[src/rtl/gray_therm_dac_enc.sv]
// Gray code -> binary -> (optionally DWA-rotated) thermometer word for a unit-element DAC.
// Two registered stages, whole pipe stalls on out_valid & !out_ready; rotation enabled by GRAY_THERM_DWA_EN.
module gray_therm_dac_enc #(
  parameter int CODE_W = 5
) (
  input  logic                  clk,
  input  logic                  rst,
  input  logic                  in_valid,
  output logic                  in_ready,
  input  logic [CODE_W-1:0]     in_code,
  output logic                  out_valid,
  input  logic                  out_ready,
  output logic [2**CODE_W-2:0]  out_therm,
  output logic [CODE_W-1:0]     out_bin,
  output logic [CODE_W-1:0]     dwa_ptr
);

  localparam int ELEM = 2**CODE_W - 1;

  logic              en;
  logic              s1_valid;
  logic [CODE_W-1:0] s1_bin;
  logic [CODE_W-1:0] gray_bin;
  logic [ELEM-1:0]   base;
  logic [ELEM-1:0]   therm_next;

  assign en       = !out_valid | out_ready;
  assign in_ready = en;

  // Binary bit i is the parity of Gray bits i..MSB.
  always_comb begin
    gray_bin = '0;
    for (int i = 0; i < CODE_W; i++) begin
      gray_bin[i] = ^(in_code >> i);
    end
  end

  always_comb begin
    base = '0;
    for (int k = 0; k < ELEM; k++) begin
      base[k] = (s1_bin > CODE_W'(k));
    end
  end

`ifdef GRAY_THERM_DWA_EN
  logic [2*ELEM-1:0] rot_dbl;
  logic [CODE_W:0]   ptr_sum;

  // Rotate within ELEM bits: bits shifted past the top fold back to bit 0.
  always_comb begin
    rot_dbl    = {{ELEM{1'b0}}, base} << dwa_ptr;
    therm_next = rot_dbl[ELEM-1:0] | rot_dbl[2*ELEM-1:ELEM];
    ptr_sum    = {1'b0, dwa_ptr} + {1'b0, s1_bin};
    if (ptr_sum >= (CODE_W+1)'(ELEM)) begin
      ptr_sum = ptr_sum - (CODE_W+1)'(ELEM);
    end
  end

  always_ff @(posedge clk or posedge rst) begin
    if (rst) begin
      dwa_ptr <= '0;
    end else if (en && s1_valid) begin
      dwa_ptr <= ptr_sum[CODE_W-1:0];
    end
  end
`else
  assign therm_next = base;
  assign dwa_ptr    = '0;
`endif

  always_ff @(posedge clk or posedge rst) begin
    if (rst) begin
      s1_valid  <= 1'b0;
      s1_bin    <= '0;
      out_valid <= 1'b0;
      out_bin   <= '0;
      out_therm <= '0;
    end else if (en) begin
      s1_valid  <= in_valid;
      if (in_valid) begin
        s1_bin <= gray_bin;
      end
      out_valid <= s1_valid;
      // Bubbles leave the last word on the outputs.
      if (s1_valid) begin
        out_bin   <= s1_bin;
        out_therm <= therm_next;
      end
    end
  end

endmodule
[config.mk]
export PLATFORM = sky130hd
export DESIGN_NAME = gray_therm_dac_enc
export DESIGN_NICKNAME = d
export VERILOG_FILES = /design/src/rtl/gray_therm_dac_enc.sv
export SDC_FILE = /design/constraint.sdc
export NUM_CORES = 1
export LEC_CHECK = 0
export ABC_CLOCK_PERIOD_IN_PS = 1550
export BUFFER_PORTS_ARGS = -buffer_cell sky130_fd_sc_hd__buf_2
export CORE_ASPECT_RATIO = 0.8
export CORE_UTILIZATION = 40
export CTS_CLUSTER_SIZE = 14
export DETAILED_ROUTE_END_ITERATION = 8
export GPL_ROUTABILITY_DRIVEN = 0
export GPL_TIMING_DRIVEN = 1
export HOLD_SLACK_MARGIN = 0.12
export PLACE_DENSITY = 0.65
export SETUP_SLACK_MARGIN = 0.4
export SYNTH_ARGS = -nofsm -noshare
export SYNTH_HDL_FRONTEND = slang
export SYNTH_SLANG_ARGS = --single-unit
[constraint.sdc]
create_clock -name clk -period 1.55 [get_ports clk]
set_input_delay 0.31 -clock clk [delete_from_list [all_inputs] [get_ports clk]]
set_output_delay 0.31 -clock clk [all_outputs]
set_load 0.005 [all_outputs]
==> impl_results.md <==
- Outcome: completed
- Leakage Power: 1.26 nW
- Final setup TNS: 0 ns
- Via density: 4.91
- R2r setup slk: 0.32 ns
- Share of post-route cells with drive strength above 1: 46.8%
- Top Ports: 52
- Most used DFF post-synth: dfrtp_1
- Syn_area_per_cell: 11.3 sq um
- Clock slew at reported path FFs: 0.08 ns
- Largest cells by area after synthesis: dfrtp_1 (55%), a21oi_1 (6.1%), mux2_4 (5.4%)
- CTS H-tree lvls: 2
- Sw frac: 31.2%
- Global-route wire length before repair: 7.29 mm
- Register area: 1080 sq um
- WP data required: 1.24 ns
- Row Count: 22
- Skew-Pair Late Insertion Delay: 0.30 ns
- Setup violators final: 0
- Gr usage total: 18.7%
- Core area: 4650 sq um
- Die area: 5180 sq um
- Initial cell density of the core: 42.1%
- Distinct cells, synth: 35
- Async SR Flop Fraction: 100%
- Vias in the first global route: 1,449
- Fillers: 421
- Initial DRT Pass Iterations: 4
- Area grow syn2layout: 34.2%
- Crit path capture type: primary output
- Critical path type: reg -> out
- Synthesized area: 1960 sq um
- Most frequent cells in the layout: buf_2 (45), dfrtp_1 (41), buf_4 (30)
- Crit path DAT: 0.94 ns
- Final hold violation count: 0
- Post-route ant nets: 0
- Fin crit share: 80.8%
- Die span in y: 64.6 microns
- Total gr overflow: 0
- Ant. Diodes: 0
- Drt drc: 0
- Yosys top cell area share: 54.9%
- FMAX: 0.798 GHz
- Worst hold path type: in -> reg
- Nets@finish: 256
- Int Power: 2.91 mW
- Post-Route Utilization: 56.5%
- Initial DRC Count: 114
- CTS tree: built
- Power density cells: 1610 nW/um^2
- Root Buffer: clkbuf_8
- Commonest non-fill, non-tap cell in the layout: buf_2
- Clock share of power: 21.5%
- Die width: 80.3 microns
- FF+latch count, synth: 43
- DPL Wire Length: 2.82 mm
- Post-synthesis cell count: 173
- Synthesis Warnings: 0
- # port buffers: 46
- Max-cap viol count: 0
- Multi-input gate area: 787 sq um
- Part of the Yosys area used for sequential elements: 54.9%
- Crit start category: flip-flop
- Total number of vias: 1,511
- Post-synth top area cell: dfrtp_1
- Crit-path max FO: 6
- Post-Route WL: 4.53 mm
- RSZ-0062 raised after global routing: true
- Logic pwr share: 38.2%
- CTS max path bufs: 2
- Per-cell routed wire length: 14.7 microns
- Fin crit period: 1.25 ns
- Peak supply drop: 733 uV
- Num CTS Buffers: 5
- Clock sink count: 43
- Part of the power in registers: 40.3%
- Initial antenna violation count: 0
- Largest net degree at the start of global routing: 44
- Clock Skews: 0.0105 ns
- Max-slew violation count: 0
- Post-synth EDFFs: 0
- P_sw: 1.31 mW
[cell type report]
| cell class | count | share of cell area (%) |
|---|---|---|
| Timing Repair Buffer | 81 | 20.1 |
| Tap cell | 60 | 2.86 |
| Multi-Input combinational cell | 106 | 29.9 |
| Clock inverter | 2 | 1.33 |
| Sequential cell | 43 | 41.0 |
| Clock buffer | 6 | 3.14 |
| Inverter | 10 | 1.57 |
[per-layer routing]
| metal | wire, microns | share of wire, % | GRT usage [%] | vias up |
|---|---|---|---|---|
| li1 | - | - | - | 732 |
| met1 | 2250 | 50 | 27.6 | 722 |
| met2 | 1990 | 44 | 27.4 | 52 |
| met3 | 252 | 5.6 | 4.23 | 5 |
| met4 | 33 | 0.73 | 5.36 | 0 |
| met5 | 0 | 0 | 0 | - |
[power groups by stage]
stage	clock network, mW	registers, mW	logic (mW)
after floorplan	0	1.71	0.776
after global placement	0	1.73	1.24
after detailed placement	0	1.74	1.26
after CTS	0.923	1.71	1.38
after global routing	0.977	1.75	1.78
final	0.906	1.70	1.61
[sequential cells by signal, indices dropped and copies added, names as in the netlist]
| signal | count |
|---|---|
| out_bin | 5 |
| out_therm | 31 |
| s1_valid | 1 |
| s1_bin | 5 |
| out_valid | 1 |
[worst max-delay path, stage by stage (launching register included)]
cell      delay, ns
dfrtp_1        0.42
nand2b_4       0.13
buf_6          0.11
[per-stage QoR]
step	hold WS (ns)	setup WS, ns	total power [mW]	area, sq um	cells
after global placement	0.379	0.227	2.97	2260	273
after floorplan	0.308	0.301	2.48	2000	177
after CTS	0.324	0.305	4.02	2480	291
after detailed placement	0.379	0.202	3.00	2260	273
after global routing	0.356	0.220	4.51	2630	308
final	0.342	0.297	4.22	2630	308
[worst paths after layout]
check | startpoint | to | cells after the start
min | in_code[4] | s1_bin[4] | 2
min reg2reg | out_therm[29] | out_therm[29] | 1
min in group asynchronous | rst | out_therm[15] | 4
max | out_valid | in_ready | 2
max reg2reg | out_valid | out_therm[21] | 3
max in group asynchronous | rst | out_therm[24] | 4
[cell usage after synthesis, drive strengths merged (2+ instances only)]
library cell,instances
xor2,3
mux2i,3
o22a,2
a31oi,9
clkbuf,4
mux2,12
and2,2
dfrtp,43
nand3,3
a21oi,24
buf,16
nor2,7
o2bb2ai,7
o21ai,7
nand2,8
inv,10
[cells by family after synthesis]
logic type                synth area share (%)
AOI/OAI and AO/OA                         16.0
xor gates and xnor gates                  3.38
buffers and inverters                     8.68
DFF                                       54.9
muxes                                     9.77
other                                    0.191
and+or+nand+nor                           7.09
[repair_timing]
item                                    in CTS  in global routing
hold endpoints to repair                    43                  0
cloned                                       1                  1
pin swaps                                    2                  0
setup buffers                                8                 16
endpoints found under the setup margin      35                 65
hold buffers                                 1                  0
gates resized for setup                     10                  6
Power figures use the tool's default switching activity.
